==> config.mk <==
export PLATFORM = sky130hd
export DESIGN_NAME = ssd_bcd_scanner
export DESIGN_NICKNAME = d
export VERILOG_FILES = /design/src/rtl/ssd_pkg.sv /design/src/rtl/bcd_seg_decoder.sv /design/src/rtl/ssd_bcd_scanner.sv
export SDC_FILE = /design/constraint.sdc
export NUM_CORES = 1
export LEC_CHECK = 0
export BUFFER_PORTS_ARGS = -buffer_cell sky130_fd_sc_hd__buf_2
export CAP_MARGIN = 20
export CORE_ASPECT_RATIO = 0.6
export CORE_UTILIZATION = 56
export CTS_BUF_LIST = sky130_fd_sc_hd__clkbuf_16
export DETAILED_ROUTE_END_ITERATION = 12
export PLACE_DENSITY = 0.8
export SYNTH_ARGS = -nofsm -noshare
export SYNTH_HDL_FRONTEND = slang
export SYNTH_HIERARCHICAL = 1
export SYNTH_SLANG_ARGS = --single-unit
==> constraint.sdc <==
create_clock -name clk -period 2.3 [get_ports clk]
set_input_delay 0.23 -clock clk [delete_from_list [all_inputs] [get_ports clk]]
set_output_delay 0.23 -clock clk [all_outputs]
set_load 0.05 [all_outputs]
==> src/rtl/ssd_pkg.sv <==
// Shared types and constants for the BCD seven-segment scanner: FSM state codes,
// active-low segment patterns ({g,f,e,d,c,b,a}) and one-cold anode enables.
package ssd_pkg;

    typedef logic [1:0] state_t;

    localparam state_t StIdle  = 2'd0;
    localparam state_t StShift = 2'd1;
    localparam state_t StDone  = 2'd2;

    localparam logic [6:0] Seg0     = 7'b1000000;
    localparam logic [6:0] Seg1     = 7'b1111001;
    localparam logic [6:0] Seg2     = 7'b0100100;
    localparam logic [6:0] Seg3     = 7'b0110000;
    localparam logic [6:0] Seg4     = 7'b0011001;
    localparam logic [6:0] Seg5     = 7'b0010010;
    localparam logic [6:0] Seg6     = 7'b0000010;
    localparam logic [6:0] Seg7     = 7'b1111000;
    localparam logic [6:0] Seg8     = 7'b0000000;
    localparam logic [6:0] Seg9     = 7'b0010000;
    localparam logic [6:0] SegBlank = 7'b1111111;

    localparam logic [3:0] AnodeThou = 4'b0111;
    localparam logic [3:0] AnodeHund = 4'b1011;
    localparam logic [3:0] AnodeTens = 4'b1101;
    localparam logic [3:0] AnodeOnes = 4'b1110;
    localparam logic [3:0] AnodeOff  = 4'b1111;

endpackage

==> src/rtl/bcd_seg_decoder.sv <==
// Combinational BCD digit to active-low seven-segment decoder with a blank override.
module bcd_seg_decoder
    import ssd_pkg::*;
(
    input  logic [3:0] digit,
    input  logic       blank,
    output logic [6:0] seg
);

    always_comb begin
        seg = SegBlank;
        if (!blank) begin
            case (digit)
                4'd0:    seg = Seg0;
                4'd1:    seg = Seg1;
                4'd2:    seg = Seg2;
                4'd3:    seg = Seg3;
                4'd4:    seg = Seg4;
                4'd5:    seg = Seg5;
                4'd6:    seg = Seg6;
                4'd7:    seg = Seg7;
                4'd8:    seg = Seg8;
                4'd9:    seg = Seg9;
                default: seg = SegBlank;
            endcase
        end
    end

endmodule

==> src/rtl/ssd_bcd_scanner.sv <==
// Binary to BCD (shift-add-3) converter feeding a 4-digit multiplexed seven-segment scanner.
// Optional leading-zero blanking is enabled with `define SSD_LEADING_ZERO_BLANK_EN.
module ssd_bcd_scanner
    import ssd_pkg::*;
#(
    parameter int unsigned REFRESH_BITS = 18,
    parameter int unsigned NUM_W        = 13
) (
    input  logic             clk,
    input  logic             rst,
    input  logic [NUM_W-1:0] num,
    output logic [3:0]       Anode,
    output logic [6:0]       LED_out,
    output logic             busy
);

    localparam int unsigned CntW = $clog2(NUM_W) + 1;

    state_t                  state_q, state_d;
    logic [CntW-1:0]         cnt_q;
    logic [NUM_W-1:0]        bin_sr_q;
    logic [15:0]             bcd_sr_q;
    logic [15:0]             bcd_adj;
    logic [NUM_W-1:0]        shown_bin_q;
    logic                    force_conv_q;
    logic [15:0]             digits_q;
    logic                    digits_valid_q;
    logic [REFRESH_BITS-1:0] refresh_q;
    logic [3:0]              anode_q, anode_sel;
    logic [6:0]              led_q, seg_sel;
    logic [3:0]              digit_sel;
    logic                    lz_blank;
    logic [1:0]              slot;

    logic start;
    assign start = (num != shown_bin_q) || force_conv_q;

    always_comb begin
        state_d = state_q;
        unique case (state_q)
            StIdle:  if (start) state_d = StShift;
            StShift: if (cnt_q == CntW'(NUM_W - 1)) state_d = StDone;
            StDone:  state_d = StIdle;
            default: state_d = StIdle;
        endcase
    end

    always_comb begin
        bcd_adj = bcd_sr_q;
        for (int i = 0; i < 4; i++) begin
            if (bcd_sr_q[4*i +: 4] >= 4'd5) bcd_adj[4*i +: 4] = bcd_sr_q[4*i +: 4] + 4'd3;
        end
    end

    always_ff @(posedge clk) begin
        if (!rst) begin
            state_q        <= StIdle;
            cnt_q          <= '0;
            bin_sr_q       <= '0;
            bcd_sr_q       <= '0;
            shown_bin_q    <= '0;
            force_conv_q   <= 1'b1;
            digits_q       <= '0;
            digits_valid_q <= 1'b0;
        end else begin
            state_q <= state_d;
            case (state_q)
                StIdle: begin
                    if (start) begin
                        bin_sr_q     <= num;
                        bcd_sr_q     <= '0;
                        cnt_q        <= '0;
                        shown_bin_q  <= num;
                        force_conv_q <= 1'b0;
                    end
                end
                StShift: begin
                    bcd_sr_q <= {bcd_adj[14:0], bin_sr_q[NUM_W-1]};
                    bin_sr_q <= bin_sr_q << 1;
                    cnt_q    <= cnt_q + 1'b1;
                end
                StDone: begin
                    digits_q       <= bcd_sr_q;
                    digits_valid_q <= 1'b1;
                end
                default: ;
            endcase
        end
    end

    assign slot = refresh_q[REFRESH_BITS-1 -: 2];

    always_comb begin
        anode_sel = AnodeOff;
        digit_sel = 4'd0;
        lz_blank  = 1'b0;
        unique case (slot)
            2'd0: begin
                anode_sel = AnodeThou;
                digit_sel = digits_q[15:12];
`ifdef SSD_LEADING_ZERO_BLANK_EN
                lz_blank  = (digits_q[15:12] == 4'd0);
`endif
            end
            2'd1: begin
                anode_sel = AnodeHund;
                digit_sel = digits_q[11:8];
`ifdef SSD_LEADING_ZERO_BLANK_EN
                lz_blank  = (digits_q[15:8] == 8'd0);
`endif
            end
            2'd2: begin
                anode_sel = AnodeTens;
                digit_sel = digits_q[7:4];
`ifdef SSD_LEADING_ZERO_BLANK_EN
                lz_blank  = (digits_q[15:4] == 12'd0);
`endif
            end
            default: begin
                anode_sel = AnodeOnes;
                digit_sel = digits_q[3:0];
            end
        endcase
    end

    // Nothing is lit until the first post-reset conversion has completed.
    bcd_seg_decoder u_dec (
        .digit (digit_sel),
        .blank (!digits_valid_q || lz_blank),
        .seg   (seg_sel)
    );

    always_ff @(posedge clk) begin
        if (!rst) begin
            refresh_q <= '0;
            anode_q   <= AnodeOff;
            led_q     <= SegBlank;
        end else begin
            refresh_q <= refresh_q + 1'b1;
            anode_q   <= anode_sel;
            led_q     <= seg_sel;
        end
    end

    assign Anode   = anode_q;
    assign LED_out = led_q;
    assign busy    = (state_q != StIdle);

endmodule

== After elaboration in Yosys (flattened, before gate mapping) ==
Memories as Yosys holds them, arrays and structs flattened. A register that Yosys moved wholly into a read port is not among the register bits.
Index checks and enable logic that the tools add are counted.

* Register bits after elaboration: 89
* ROM bits: 112
* Input port bits: 15
* Output and inout port bits: 12
* Word-level logic and storage cells: 54
* Memories: 1

* $add $sub $neg: 6
* Magnitude comparators: 4
* Equality and inequality tests: 8
* Mux-type cells: 15
* Reductions and logical operators: 10

{| class="wikitable"
|+ Memory list
! name !! depth !! bits a word !! read ports !! clocked after memory_dff !! write ports !! RTL line !! source
|-
| (no name shown) || 16 || 7 || 1 || 1 || 0 || bcd_seg_decoder.sv:13 || <nowiki>case (digit)</nowiki>
|}

{| class="wikitable"
|+ Operators by type and width
! kind !! count
|-
| one-hot mux 16 bit (2 select lines) || 1
|-
| one-hot mux 13 bit (2 select lines) || 1
|-
| one-hot mux 4 bit (3 select lines) || 2
|-
| adder 18 x 1 -> 18 bit (second input constant) || 1
|-
| >= comparator 4 x 3 -> 1 bit (second input constant) || 4
|-
| 2-to-1 mux 16 bit || 1
|-
| 2-to-1 mux 13 bit || 1
|-
| inequality test 13 bit || 1
|-
| adder 4 x 2 -> 4 bit (second input constant) || 3
|-
| 2-to-1 mux 4 bit || 3
|-
| one-hot mux 5 bit (2 select lines) || 1
|-
| AND reduction 2 bit || 4
|-
| adder 5 x 1 -> 5 bit (second input constant) || 1
|-
| == test 5 x 4 -> 1 bit (second input constant) || 1
|-
| 2-to-1 mux 5 bit || 1
|-
| == test 2 x 1 -> 1 bit (second input constant) || 2
|-
| == test 2 bit (second input constant) || 2
|-
| zero test 2 bit || 2
|-
| 2-to-1 mux 2 bit || 2
|-
| inequality test 2 bit (second input constant) || 2
|-
| one-hot mux 2 bit (2 select lines) || 1
|-
| nonzero test 2 bit || 2
|-
| adder 3 x 2 -> 3 bit (second input constant) || 1
|-
| 2-to-1 mux 3 bit || 1
|-
| other kinds (2) || 2
|}

== Longest topological paths before layout ==
* Word-level depth: 4
* Gate-level depth with buffers: 8

== By module ==
The synthesis kept the hierarchy.

{| class="wikitable"
|+ By module, submodules not included
! module !! instances !! cells an instance !! area each (um^2) !! seq. area each (um^2)
|-
| ssd_bcd_scanner || 1 || 470 || 4311.6 || 1921.8
|-
| bcd_seg_decoder || 1 || 33 || 236.5 || 0.0
|}

== Worst setup path before layout ==
OpenSTA, ideal clock, no wires.

* Path kind: reg2reg
* From: reg refresh_q[16]
* To: reg led_q[5] (netlist: LED_out[5])
* Data arrival time: 1871 ps
* Required time: 2174 ps
* Slack: 303 ps
* Cell stages (with the launch flop): 9
* Path through: dfxtp_1 > clkbuf_1 > mux4_2 > inv_1 > ha_1 > inv_1 > o21ai_0 > a21oi_1 > nand2b_1

* Cells in the longest elaborated chain, start to end: 2

{| class="wikitable"
|+ Ends and longest elaborated chain
! element !! RTL line !! source
|-
| from (decl) || ssd_bcd_scanner.sv:28 || <nowiki>logic [REFRESH_BITS-1:0] refresh_q;</nowiki>
|-
| from (signal assigned) || ssd_bcd_scanner.sv:139 || <nowiki>refresh_q <= refresh_q + 1'b1;</nowiki>
|-
| == test 2 bit, or another cell as far along || ssd_bcd_scanner.sv:97 || <nowiki>unique case (slot)</nowiki>
|-
| one-hot mux 4 bit (3 select lines) * || ssd_bcd_scanner.sv:97 ||
|-
| named net digit_sel[1] || ssd_bcd_scanner.sv:31 || <nowiki>logic [3:0] digit_sel;</nowiki>
|-
| to (decl) || ssd_bcd_scanner.sv:30 || <nowiki>logic [6:0] led_q, seg_sel;</nowiki>
|}

Mark *: on every way through the listed nets, which the timed path passes. The rest lies on a longest branch.
A chain may end at the register's enable or synchronous reset.

== Worst setup path after layout ==
Same ends and word-level chain as after synthesis.

==> results.md <==
* CTS tree: yes
* Pleak at 1.905 nW
* Starting density of the core at 0.5770
* DRC Markers at 0
* Total chip power at 3.526 mW
* Flops & latches, synth at 96
* Post-synth ARST share at 0
* Die Height at 71.81 um
* Worst skew pair latency at 340 ps
* Sequential share of power at 0.495
* Post-Syn Area per Cell at 9.042 um2
* Int Pwr at 2.746 mW
* # Max-Cap Violations at 0
* Port buffer count at 26
* Layout cells sized above 1 at 0.1255
* Dominant cell type by area after synthesis: dfxtp_1
* Dominant synthesized flop cell: dfxtp_1
* Vias in the first global route at 3303
* Hold Fails Final Rpt at 0
* Rel. slew slack at 0.5836
* GRT Overall Usage at 0.2440
* Dominant cells by area after synthesis: dfxtp_1 (42%), nand2_1 (6.8%), xnor2_1 (5.0%), ha_1 (4.4%), mux2i_1 (2.9%)
* Maximum clock insertion buffer count at 2
* Num CTS Buffers at 9
* Final worst slack at 304.6 ps
* Skew final at 7.771 ps
* Worst Max-Slew Pin Slew at 624.7 ps
* Area occupied by multi-input gates at 0.002381 mm2
* Setup TNS at 0 ps
* WL met3 at 511 um
* Fill count at 671
* Fmax at 0.5012 GHz
* 1st-pass router iterations at 5
* Status: finished clean
* WP data required at 2530 ps
* Row cnt at 25
* Number of synthesized flops with an enable pin at 0
* Worst IR Drop VDD at 0.0004408 V
* Power Density at 694.5 mW/mm2
* Crit Path Max Fanout at 10
* Remaining global-route overflow at 0
* Per-cell routed wire length at 15.16 um
* Antenna Cells at 0
* DP Worst Slack at 190.8 ps
* Ports at 27
* Max-slew violations at 0
* Final Net Count at 553
* Starting DRC count in detailed routing at 233
* Die Area at 0.008498 mm2
* Synthesized instance count at 503
* Wl on met1 at 4787 um
* Clock-pin slew on the worst setup and hold paths at 60 ps
* Switching Fraction at 0.2212
* Hold_buf cts at 0
* Fin util at 0.6441
* Final antenna-violating net count at 0
* CTS sink cnt at 96
* Dpl cell area at 0.004773 mm2
* Seq/Total Area, Yosys at 0.4226
* Non-filler instance count after layout at 634
* RSZ-0062 raised after global routing: no
* Syn_nets at 534
* Register area at 0.001923 mm2
* Hold_ws at 159.0 ps
* Clk pwr share at 0.437
* Largest net degree at the start of global routing at 82
* Via/cell ratio at 5.621
* Final min period at 1995 ps
* Die outline width at 118.3 um
* Core ar. at 0.007883 mm2
* Initial antenna violation count at 0
* Placed cell count at 619
* Min-Delay Path Class: in2reg
* Syn. warnings at 6
* Total number of vias at 3564
* Critical setup path kind: reg2reg
* Placer Congestion at 0.8379
* Arrival time at the worst endpoint at 2220 ps
* Comb power frac at 0.068
* Final instance area at 0.005077 mm2
* Unique masters post-synth at 51
* H-tree depth at 3
* Root Driver: clkbuf_16
* Area grow syn2layout at 11.64%
* Final worst-path cycle share at 0.8676
* Top Metal Used: met4
* Final Setup Violations at 0
* Global-route wire length before repair at 16120 um
* Netlist Area Pre-Place at 0.004548 mm2
* Dpl hpwl at 6869 um
* Critical Path Source Type: flop
* Total routed wirelength at 9612 um
* Share of the synthesized area in the top cell type at 0.4226
* Met2 wire len at 4220 um
* Net switching power at 0.7799 mW
* Kind of end point of the critical path: flop
==> sequential cells by signal, indices dropped and copies added (netlist names) <==
name            count
Anode               4
LED_out             7
bcd_sr_q           16
bin_sr_q           13
cnt_q               5
digits_q           16
digits_valid_q      1
force_conv_q        1
refresh_q          18
shown_bin_q        13
state_q             2
==> routing by layer <==
| metal | vias to the layer above | GRT usage |
|---|---|---|
| li1 | 1759 | - |
| met1 | 1707 | 0.3455 |
| met2 | 91 | 0.3627 |
| met3 | 7 | 0.06847 |
| met4 | 0 | 0.07123 |
| met5 | - | 0 |
==> area by class of cell <==
class,count,area share
Multi-Input combinational cell,354,0.4689
Sequential cell,96,0.3788
Timing Repair Buffer,39,0.04978
Clock buffer,9,0.04436
Tap cell,108,0.02661
Inverter,22,0.01626
Clock inverter,6,0.01528
==> cells in the final DEF (no fill, tap or decap), types with 3 or more instances in the layout <==
| cell type | netlist | routed |
|---|---|---|
| xor2_1 | 8 | 8 |
| nor2_1 | 10 | 10 |
| nand3_1 | 24 | 24 |
| clkbuf_16 | 0 | 9 |
| nand2b_1 | 16 | 16 |
| o21a_1 | 13 | 13 |
| o21ai_0 | 12 | 12 |
| and2_1 | 19 | 19 |
| a21boi_0 | 15 | 15 |
| ha_1 | 16 | 16 |
| o32ai_1 | 3 | 3 |
| a21boi_1 | 4 | 4 |
| nand2_1 | 82 | 82 |
| nor3_1 | 8 | 8 |
| xnor2_1 | 26 | 26 |
| nor2b_1 | 4 | 4 |
| mux4_2 | 4 | 4 |
| a21oi_1 | 15 | 15 |
| nand4_1 | 6 | 6 |
| o221a_1 | 10 | 10 |
| and3_1 | 4 | 4 |
| mux2i_1 | 13 | 13 |
| o22ai_1 | 11 | 11 |
| a211oi_1 | 4 | 4 |
| buf_2 | 1 | 26 |
| dfxtp_1 | 96 | 95 |
| o21ai_1 | 4 | 4 |
| inv_1 | 22 | 24 |
| buf_4 | 2 | 11 |
==> power by group through the flow <==
stage	Sequential [mW]	Combinational (mW)	Clock [mW]
floorplan	1.78	0.171	0
CTS	1.74	0.241	1.57
global placement	1.78	0.232	0
finish	1.75	0.241	1.54
detailed placement	1.78	0.238	0
global route	1.75	0.264	1.64
==> worst paths after layout <==
| kind | startpoint | to | slack, ps | depth (start not counted) |
|---|---|---|---|---|
| max | refresh_q[16] | LED_out[5] | 300 | 7 |
| min | num[9] | shown_bin_q[9] | 160 | 3 |
| min reg2reg | digits_q[10] | digits_q[10] | 460 | 2 |
| max reg2reg | refresh_q[16] | LED_out[5] | 300 | 7 |
==> repair_timing <==
action                     in CTS  in global routing
setup endpoints to repair       0                  1
setup buffers                   0                  0
gates resized for setup         0                  1
==> critical path, stage by stage, from the launching register on <==
cell and delay, ps:
dfxtp_2 450, mux4_2 610, inv_1 150, ha_1 190, inv_1 40, o21ai_0 180, a21oi_1 110, nand2b_1 150
==> cells in the mapped netlist, drive strengths merged, types with 6 or more instances <==
cell,n
xnor2,26
nor3,10
buf,9
o21ai,17
ha,16
mux2i,13
dfxtp,96
nand2b,17
a21boi,19
nor2,10
and2,19
nand4,6
xor2,8
nand2,82
nand3,24
inv,22
o22ai,11
o221a,12
a21oi,16
clkbuf,22
o21a,13
==> cell families (layout without fill, tap and decap cells) <==
| family | Yosys count | in the layout | synth area share |
|---|---|---|---|
| buf+inv | 53 | 76 | 0.05392 |
| simple gates | 185 | 185 | 0.2030 |
| fa+ha+maj | 16 | 16 | 0.04402 |
| mux | 17 | 17 | 0.04842 |
| flops | 96 | 96 | 0.4226 |
| compound gates | 102 | 102 | 0.1626 |
| xor+xnor | 34 | 34 | 0.06548 |
(Power assumes the default switching activity.)
